### config.mk
export PLATFORM = sky130hd
export DESIGN_NAME = frame_color_analyzer
export DESIGN_NICKNAME = d
export VERILOG_FILES = /design/src/rtl/frame_color_analyzer_pkg.sv /design/src/rtl/frame_color_analyzer_pixel_classifier.sv /design/src/rtl/frame_color_analyzer.sv
export SDC_FILE = /design/constraint.sdc
export NUM_CORES = 1
export LEC_CHECK = 0
export CAP_MARGIN = 30
export CORE_MARGIN = 5
export CORE_UTILIZATION = 45
export DETAILED_ROUTE_END_ITERATION = 7
export DONT_BUFFER_PORTS = 1
export PLACE_DENSITY_LB_ADDON = 0.25
export SLEW_MARGIN = 20
export SYNTH_ARGS = -nofsm -noshare
export SYNTH_HDL_FRONTEND = slang
export SYNTH_SLANG_ARGS = --single-unit
### constraint.sdc
create_clock -name clk -period 3.6 [get_ports clk]
set_clock_uncertainty 0.1 [all_clocks]
set_input_delay 0.36 -clock clk [delete_from_list [all_inputs] [get_ports clk]]
set_output_delay 0.36 -clock clk [all_outputs]
set_load 0.05 [all_outputs]
### src/rtl/frame_color_analyzer_pkg.sv
// Shared types and constants for the frame colour analyser: colour codes,
// FSM state encoding, default frame size and RGB444 field positions.
package frame_color_analyzer_pkg;

    typedef enum logic [1:0] {
        COLOR_NONE  = 2'd0,
        COLOR_RED   = 2'd1,
        COLOR_GREEN = 2'd2,
        COLOR_BLUE  = 2'd3
    } color_e;

    typedef enum logic [1:0] {
        ST_IDLE   = 2'd0,
        ST_SCAN   = 2'd1,
        ST_DECIDE = 2'd2,
        ST_DONE   = 2'd3
    } state_e;

    localparam int NPIX_DEFAULT = 19200;

    localparam int R_HI = 11;
    localparam int R_LO = 8;
    localparam int G_HI = 7;
    localparam int G_LO = 4;
    localparam int B_HI = 3;
    localparam int B_LO = 0;

endpackage

### src/rtl/frame_color_analyzer_pixel_classifier.sv
// Combinational RGB444 pixel classifier: a channel is dominant when it reaches
// the threshold and leads each other channel by at least the margin.
module pixel_classifier
    import frame_color_analyzer_pkg::*;
#(
    parameter int DW = 12
) (
    input  logic [DW-1:0] pixel_i,
    input  logic [3:0]    thresh_i,
    input  logic [3:0]    margin_i,
    output color_e        class_o
);

    logic [4:0] r5_s;
    logic [4:0] g5_s;
    logic [4:0] b5_s;
    logic [4:0] t5_s;
    logic [4:0] m5_s;
    logic       is_r_s;
    logic       is_g_s;
    logic       is_b_s;

    // Five-bit operands so channel plus margin cannot wrap.
    always_comb begin
        r5_s   = {1'b0, pixel_i[R_HI:R_LO]};
        g5_s   = {1'b0, pixel_i[G_HI:G_LO]};
        b5_s   = {1'b0, pixel_i[B_HI:B_LO]};
        t5_s   = {1'b0, thresh_i};
        m5_s   = {1'b0, margin_i};
        is_r_s = (r5_s >= t5_s) && (r5_s >= g5_s + m5_s) && (r5_s >= b5_s + m5_s);
        is_g_s = (g5_s >= t5_s) && (g5_s >= r5_s + m5_s) && (g5_s >= b5_s + m5_s);
        is_b_s = (b5_s >= t5_s) && (b5_s >= r5_s + m5_s) && (b5_s >= g5_s + m5_s);
        if (is_r_s) begin
            class_o = COLOR_RED;
        end else if (is_g_s) begin
            class_o = COLOR_GREEN;
        end else if (is_b_s) begin
            class_o = COLOR_BLUE;
        end else begin
            class_o = COLOR_NONE;
        end
    end

endmodule

### src/rtl/frame_color_analyzer.sv
// Scans the frame buffer processing port once per start request, counts
// red/green/blue dominant pixels and reports the frame's dominant colour.
module frame_color_analyzer
    import frame_color_analyzer_pkg::*;
#(
    parameter int AW        = 15,
    parameter int DW        = 12,
    parameter int NPIX      = NPIX_DEFAULT,
    parameter int THRESH    = 8,
    parameter int MARGIN    = 2,
    parameter int MIN_COUNT = 64
) (
    input  logic          clk,
    input  logic          reset_n,
    input  logic          start,
    output logic [AW-1:0] proc_addr_in,
    input  logic [DW-1:0] proc_data_in,
    output logic          busy,
    output logic          done,
    output logic [1:0]    color,
    output logic [AW-1:0] cnt_r,
    output logic [AW-1:0] cnt_g,
    output logic [AW-1:0] cnt_b
);

    localparam logic [AW-1:0] ONE  = {{(AW-1){1'b0}}, 1'b1};
    localparam logic [AW-1:0] LAST = AW'(NPIX - 1);
    localparam logic [AW-1:0] MINC = AW'(MIN_COUNT);

    state_e        state_q, state_d;
    logic [AW-1:0] addr_q, addr_d;
    logic [AW-1:0] wr_q, wr_d, wg_q, wg_d, wb_q, wb_d;
    logic [AW-1:0] cnt_r_q, cnt_r_d, cnt_g_q, cnt_g_d, cnt_b_q, cnt_b_d;
    logic [1:0]    color_q, color_d;
    logic          done_q, done_d;
    logic          busy_q, busy_d;
    color_e        pix_class_s;
    color_e        color_sel_s;
    logic          last_s;

    pixel_classifier #(.DW(DW)) u_classifier (
        .pixel_i  (proc_data_in),
        .thresh_i (4'(THRESH)),
        .margin_i (4'(MARGIN)),
        .class_o  (pix_class_s)
    );

    assign last_s = (addr_q == LAST);

    // Winner must be strictly greatest and reach the minimum count; ties give none.
    always_comb begin
        if ((wr_q > wg_q) && (wr_q > wb_q) && (wr_q >= MINC)) begin
            color_sel_s = COLOR_RED;
        end else if ((wg_q > wr_q) && (wg_q > wb_q) && (wg_q >= MINC)) begin
            color_sel_s = COLOR_GREEN;
        end else if ((wb_q > wr_q) && (wb_q > wg_q) && (wb_q >= MINC)) begin
            color_sel_s = COLOR_BLUE;
        end else begin
            color_sel_s = COLOR_NONE;
        end
    end

    // State register plus all datapath and output registers.
    always_ff @(posedge clk) begin
        if (!reset_n) begin
            state_q <= ST_IDLE;
            addr_q  <= '0;
            wr_q    <= '0;
            wg_q    <= '0;
            wb_q    <= '0;
            cnt_r_q <= '0;
            cnt_g_q <= '0;
            cnt_b_q <= '0;
            color_q <= 2'd0;
            done_q  <= 1'b0;
            busy_q  <= 1'b0;
        end else begin
            state_q <= state_d;
            addr_q  <= addr_d;
            wr_q    <= wr_d;
            wg_q    <= wg_d;
            wb_q    <= wb_d;
            cnt_r_q <= cnt_r_d;
            cnt_g_q <= cnt_g_d;
            cnt_b_q <= cnt_b_d;
            color_q <= color_d;
            done_q  <= done_d;
            busy_q  <= busy_d;
        end
    end

    // Next-state logic.
    always_comb begin
        state_d = state_q;
        case (state_q)
            ST_IDLE, ST_DONE: begin
                if (start) begin
                    state_d = ST_SCAN;
                end else begin
                    state_d = state_q;
                end
            end
            ST_SCAN: begin
                if (last_s) begin
                    state_d = ST_DECIDE;
                end else begin
                    state_d = ST_SCAN;
                end
            end
            ST_DECIDE: state_d = ST_DONE;
            default:   state_d = ST_IDLE;
        endcase
    end

    // Next values of the address, counters and registered outputs.
    always_comb begin
        addr_d  = addr_q;
        wr_d    = wr_q;
        wg_d    = wg_q;
        wb_d    = wb_q;
        cnt_r_d = cnt_r_q;
        cnt_g_d = cnt_g_q;
        cnt_b_d = cnt_b_q;
        color_d = color_q;
        done_d  = done_q;
        busy_d  = busy_q;
        case (state_q)
            ST_IDLE, ST_DONE: begin
                if (start) begin
                    addr_d = '0;
                    wr_d   = '0;
                    wg_d   = '0;
                    wb_d   = '0;
                    done_d = 1'b0;
                    busy_d = 1'b1;
                end else begin
                    addr_d = '0;
                end
            end
            ST_SCAN: begin
                case (pix_class_s)
                    COLOR_RED:   wr_d = wr_q + ONE;
                    COLOR_GREEN: wg_d = wg_q + ONE;
                    COLOR_BLUE:  wb_d = wb_q + ONE;
                    default:     wr_d = wr_q;
                endcase
                if (last_s) begin
                    addr_d = '0;
                end else begin
                    addr_d = addr_q + ONE;
                end
            end
            ST_DECIDE: begin
                cnt_r_d = wr_q;
                cnt_g_d = wg_q;
                cnt_b_d = wb_q;
                color_d = color_sel_s;
                done_d  = 1'b1;
                busy_d  = 1'b0;
            end
            default: begin
                addr_d = '0;
                busy_d = 1'b0;
            end
        endcase
    end

    assign proc_addr_in = addr_q;
    assign busy         = busy_q;
    assign done         = done_q;
    assign color        = color_q;
    assign cnt_r        = cnt_r_q;
    assign cnt_g        = cnt_g_q;
    assign cnt_b        = cnt_b_q;

endmodule
==> run_results.csv, run 1 <==
group,metric,value,unit
clock_tree,cts.sinks,111,
synthesis,synth_compound_area_frac,0.129,
floorplanning,die_area,16900,um^2
clock_tree,hold_buffers,0,
setup_path,crit_type,"flip-flop to flip-flop",
synthesis,syn_nets,837,
job,drv_cap,0,
clock_tree,clkTransAtPathRegs,0.08,ns
routing,drt_iter0_drc,340,
final_layout,fin_nets,827,
floorplanning,die_h,130,um
routing,wl_per_cell,18.4,um
timing,finalCritPeriodShare,0.886,
synthesis,yosys-top-cells-area,"dfxtp_1 (34%), ha_1 (14%), mux2i_1 (7.7%)",
global_routing,busiest_layer,"met2",
final_layout,final_cell_mix,"dfxtp_1 (111), nor2_1 (93), ha_1 (74)",
synthesis,synth-edff-count,0,
global_routing,met3_usage,0.0659,
floorplanning,core-area,14000,um^2
final_layout,drive_above_1_share,0.0566,
clock_tree,htree_levels,3,
global_routing,grt_first_pass_wirelength,28000,um
global_routing,grt_max_degree,35,
clock_tree,cts_setup_buffers,0,
synthesis,synth-main-ff-cell,"dfxtp_1",
timing,period_needed,3.19,ns
clock_tree,insertion_delay,0.36,ns
synthesis,synthSimpleGateAreaFrac,0.221,
synthesis,synth.ff_latch_count,111,
timing,max_slew_margin,0.411,
synthesis,synthMuxAreaShare,0.0772,
worst_hold_path,hp-class,"primary input to flip-flop",
global_routing,grt_pass1_vias,5376,
synthesis,ys_seq_area_frac,0.343,
setup_path,start_kind,"flip-flop",
synthesis,yosysTopAreaCellShare,0.343,
global_routing,use_met2,0.329,
routing,drc_errors,0,
floorplanning,start_util,0.463,
clock_tree,cts_tree,"done",
routing,dr_total_vias,5431,
timing,setup_viol,0,
routing,firstDrtPassIters,4,
timing,max_freq,314,MHz
global_routing,grt_usage,0.208,
routing,viasPerCell,5.89,
synthesis,netlist_instances,747,
global_routing,use_met1,0.276,
place,place_hpwl,12800,um
setup_path,worst-endpoint-arrival,3.37,ns
synthesis,synth.avg_cell_area,8.68,um^2
synthesis,synth_area_leader_cell,"dfxtp_1",
timing,fin_tns_setup,0,ns
synthesis,synth_xor_area_frac,0.0378,
clock_tree,cts_buffer_depth,2,
final_layout,diodes,0,
synthesis,yosysWarnings,0,
place,pre_cts_ws,0.446,ns
timing,tightestPinTransition,0.884,ns
setup_path,required,3.79,ns
floorplanning,num_rows,43,
synthesis,synthAdderAreaFrac,0.146,
final_layout,synthToLayoutAreaGrowth,7.05,%
outcome,status,"complete, no violations",
power,leakage,2.54,nW
clock_tree,cts_root_buf,"clkbuf_16",
synthesis,ys_types,63,
routing,wl,17000,um
global_routing,gr-total-overflow,0,
synthesis,synth_top_family_by_area,"simple AND/OR/NAND/NOR gates",
power,peakVddDrop,0.239,mV
routing,ant_nets,0,
final_layout,fin_util,0.496,
clock_tree,cts_buffers,9,
clock_tree,cts_resized,0,
setup_path,cp_max_fo,11,
power,powerDensity,442,nW/um^2
global_routing,antenna_found_initial,0,
final_layout,mostFrequentLayoutCell,"dfxtp_1",
final_layout,fillers,1321,
setup_path,crit_path_end_kind,"flip-flop",
synthesis,synthesis.area,6480,um^2
floorplanning,pin_count,79,
timing,rsz0062_at_grt,"no",
timing,maxSlewViolCount,0,
place,gp_congestion,0.885,
timing,setup_ws,0.412,ns
synthesis,async_reset_ff_frac,0,
place,io_buffers,0,
floorplanning,die_x,130,um
timing,final_hold_viol_count,0,
-- routing by layer --
metal  wire length, um  vias up
li1                  -     2692
met1              7770     2593
met2              7590      129
met3              1430       17
met4               200        0
met5                 0        -
-- worst paths after layout --
path	start	to	slack (ns)	cells past startpoint
max	state_q[0]	wb_q[11]	0.41	9
min	reset_n	state_q[1]	0.04	1
max reg2reg	state_q[0]	wb_q[11]	0.41	9
min reg2reg	wr_q[10]	wr_q[10]	0.45	2
-- synth_stat cells, types with 16 or more instances --
library cell / count
inv_1: 43
ha_1: 75
nand2_1: 45
a21oi_1: 43
o21ai_0: 27
dfxtp_1: 111
clkbuf_1: 18
nand4_1: 22
xor2_1: 16
nor2_1: 93
mux2i_1: 50
nand3_1: 37
-- where the power goes --
group / internal, W / switching [W] / leakage, nW / total, W
Combinational: 0.000249 / 0.000519 / 1.51 / 0.000768
Clock: 0.000478 / 0.000486 / 0.135 / 0.000964
Sequential: 0.00125 / 0.0000833 / 0.895 / 0.00134
Total: 0.00198 / 0.00109 / 2.54 / 0.00307
-- logic make-up after synthesis --
| group | count (synthesis) |
|---|---|
| AOI/OAI and AO/OA | 126 |
| xor gates and xnor gates | 28 |
| adders and majority gates | 76 |
| buffers and inverters | 73 |
| DFF | 111 |
| muxes | 50 |
| and+or+nand+nor | 283 |
-- through the flow --
step | cells | total power, W | hold WS, ns | area, um^2
floorplan | 747 | 0.00195 | 0.371 | 6480
global placement | 905 | 0.00211 | 0.394 | 6650
detailed placement | 906 | 0.00213 | 0.409 | 6660
CTS | 922 | 0.00309 | 0.0273 | 6940
global route | 922 | 0.00322 | 0.0245 | 6940
finish | 922 | 0.00307 | 0.0364 | 6940
-- worst max-delay path, stage by stage (launching register included) --
cell	delay, ns
dfxtp_1	0.37
inv_1	0.09
ha_1	0.52
nand2_1	0.22
o21ai_4	0.21
nand4_4	0.15
a211oi_4	0.47
nand3_2	0.29
or4_1	0.53
a21oi_1	0.15
-- cell type report --
| cell class | count | area [um^2] | share of cell area |
|---|---|---|---|
| Clock buffer | 9 | 225 | 0.0325 |
| Clock inverter | 7 | 58.8 | 0.00847 |
| Inverter | 44 | 170 | 0.0245 |
| Multi-Input combinational cell | 563 | 3970 | 0.572 |
| Sequential cell | 111 | 2220 | 0.320 |
| Tap cell | 180 | 225 | 0.0325 |
| Timing Repair Buffer | 8 | 70.1 | 0.0101 |
-- registers in the layout (all words and copies together), names as in the netlist --
| signal | flops |
|---|---|
| busy | 1 |
| cnt_b | 15 |
| cnt_g | 15 |
| cnt_r | 15 |
| color | 2 |
| done | 1 |
| proc_addr_in | 15 |
| state_q | 2 |
| wb_q | 15 |
| wg_q | 15 |
| wr_q | 15 |
No activity file was read; power rests on OpenSTA's default activity.
==> inputs of run 2 (changes only) <==
--- a/config.mk
+++ b/config.mk
@@ -10,6 +10,7 @@
 export CORE_UTILIZATION = 45
 export DETAILED_ROUTE_END_ITERATION = 7
 export DONT_BUFFER_PORTS = 1
+export GPL_TIMING_DRIVEN = 0
 export PLACE_DENSITY_LB_ADDON = 0.25
 export SLEW_MARGIN = 20
 export SYNTH_ARGS = -nofsm -noshare
==> run_results.csv, run 2 (same netlist as run 1, synthesis figures left out) <==
group,metric,value,unit
timing,maxSlewViolCount,0,
floorplanning,start_util,0.463,
power,p_clk_frac,0.322,
power,p_comb_frac,0.260,
clock_tree,cts_resized,0,
timing,finalCritPeriodShare,0.839,
power,p_sw,0.00114,W
setup_path,worst-endpoint-arrival,3.22,ns
timing,tightestPinTransition,0.953,ns
setup_path,crit_chain,"inv_1 > ha_1 > buf_2 > o21ai_4 > nand4_4 > a211oi_4 > nand3_2 > buf_6 > or4_1 > nand2_1",
clock_tree,cts_setup_buffers,0,
setup_path,critPathMaxStageDelay,0.51,ns
clock_tree,cts_tree,"done",
worst_hold_path,holdCritStartpoint,"start",
floorplanning,die_h,130,um
timing,setup_viol,0,
setup_path,cp.buffers_inverters,3,
setup_path,crit_type,"flip-flop to flip-flop",
clock_tree,insertion_delay,0.36,ns
power,p_int,0.00205,W
global_routing,antenna_found_initial,0,
final_layout,fin_nets,849,
global_routing,grt_usage,0.218,
setup_path,start_kind,"flip-flop",
clock_tree,cts.sinks,111,
setup_path,required,3.80,ns
final_layout,fin_util,0.502,
setup_path,crit_path_end_kind,"flip-flop",
floorplanning,die_area,16900,um^2
setup_path,cp_max_fo,10,
routing,drc_errors,0,
floorplanning,num_rows,43,
floorplanning,die_x,130,um
clock_tree,htree_levels,3,
clock_tree,clkTransAtPathRegs,0.07,ns
setup_path,worst-r2r-cell-count,10,
clock_tree,cts_buffers,9,
setup_path,rr_endpoint,"wb_q[5]",
timing,rsz0062_at_grt,"no",
place,place_hpwl,13900,um
final_layout,diodes,0,
final_layout,synthToLayoutAreaGrowth,8.24,%
routing,drt_iter0_drc,369,
routing,firstDrtPassIters,5,
setup_path,r2r_start,"state_q[0]",
timing,fin_tns_setup,0,ns
timing,final_hold_viol_count,0,
power,powerDensity,455,nW/um^2
timing,period_needed,3.02,ns
setup_path,cp.depth,10,
routing,dr_total_vias,5556,
place,gp_congestion,0.872,
setup_path,critical_path.top_delay_family,"simple AND/OR/NAND/NOR gates",
final_layout,fin_cells,944,
routing,wl,18000,um
power,peakVddDrop,0.282,mV
clock_tree,hold_buffers,0,
clock_tree,cts_root_buf,"clkbuf_16",
final_layout,mostFrequentLayoutCell,"dfxtp_1",
setup_path,reg2reg_setup_slack,0.58,ns
worst_hold_path,holdPathStages,2,
floorplanning,core-area,14000,um^2
timing,max_slew_margin,0.359,
global_routing,grt_pass1_vias,5445,
worst_hold_path,hp-class,"primary input to flip-flop",
power,p_seq_frac,0.418,
routing,wl_per_cell,19.1,um
routing,viasPerCell,5.89,
global_routing,gr-total-overflow,0,
routing,ant_nets,0,
power,swShare,0.358,
place,dp.cells,927,
power,leakage,2.56,nW
floorplanning,pin_count,79,
worst_hold_path,min_to,"state_q[0]",
final_layout,drive_above_1_share,0.0471,
outcome,status,"complete, no violations",
global_routing,grt_first_pass_wirelength,28600,um
place,io_buffers,0,
clock_tree,cts_buffer_depth,2,
global_routing,grt_max_degree,20,
timing,max_freq,331,MHz
job,drv_cap,0,
final_layout,final_cell_mix,"dfxtp_1 (111), nor2_1 (93), ha_1 (75)",
setup_path,slowest_stage,"a211oi_4",
run 2: power groups by stage:
stage | combinational (W) | clock, W | sequential, W
final | 0.000829 | 0.00103 | 0.00133
after global routing | 0.000900 | 0.00111 | 0.00134
after floorplan | 0.000593 | 0 | 0.00135
after detailed placement | 0.000818 | 0 | 0.00136
after global placement | 0.000798 | 0 | 0.00136
after CTS | 0.000823 | 0.00105 | 0.00133
run 2: worst max-delay path by stage:
stage / from / endpoint / slack, ns
detailed placement: proc_data_in[1] / wg_q[8] / 0.37
finish: state_q[0] / wb_q[5] / 0.58
floorplan: proc_data_in[1] / wb_q[7] / 0.98
global route: state_q[0] / wb_q[5] / 0.43
CTS: state_q[0] / wb_q[5] / 0.61
global placement: proc_data_in[1] / wg_q[10] / 0.47
run 2: through the flow:
step	cell area (um^2)	total power, W	hold slack [ns]	setup WS, ns
2_1_floorplan	6480	0.00195	0.371	0.977
3_3_place_gp	6710	0.00216	0.406	0.470
3_5_place_dp	6710	0.00218	0.409	0.365
4_1_cts	7010	0.00321	0.0941	0.614
5_1_grt	7020	0.00335	0.0936	0.429
6_report	7020	0.00319	0.101	0.581
run 2: per-layer routing:
layer  vias up  global-route usage  wire length [um]
met5         -                   0                 0
met4         0              0.0691               467
met3        39              0.0774              1650
met2       193               0.349              8100
met1      2595               0.276              7820
li1       2729                   -                 -
run 2: area by class of cell:
cell class | count | area, um^2
repair buffers | 1 | 5.00
multi-input cells | 563 | 3970
inverters | 44 | 170
fillers | 1352 | 6970
plain buffers | 29 | 125
flip-flops and latches | 111 | 2220
clock buffers | 9 | 225
well taps | 180 | 225
clock inverters | 7 | 78.8
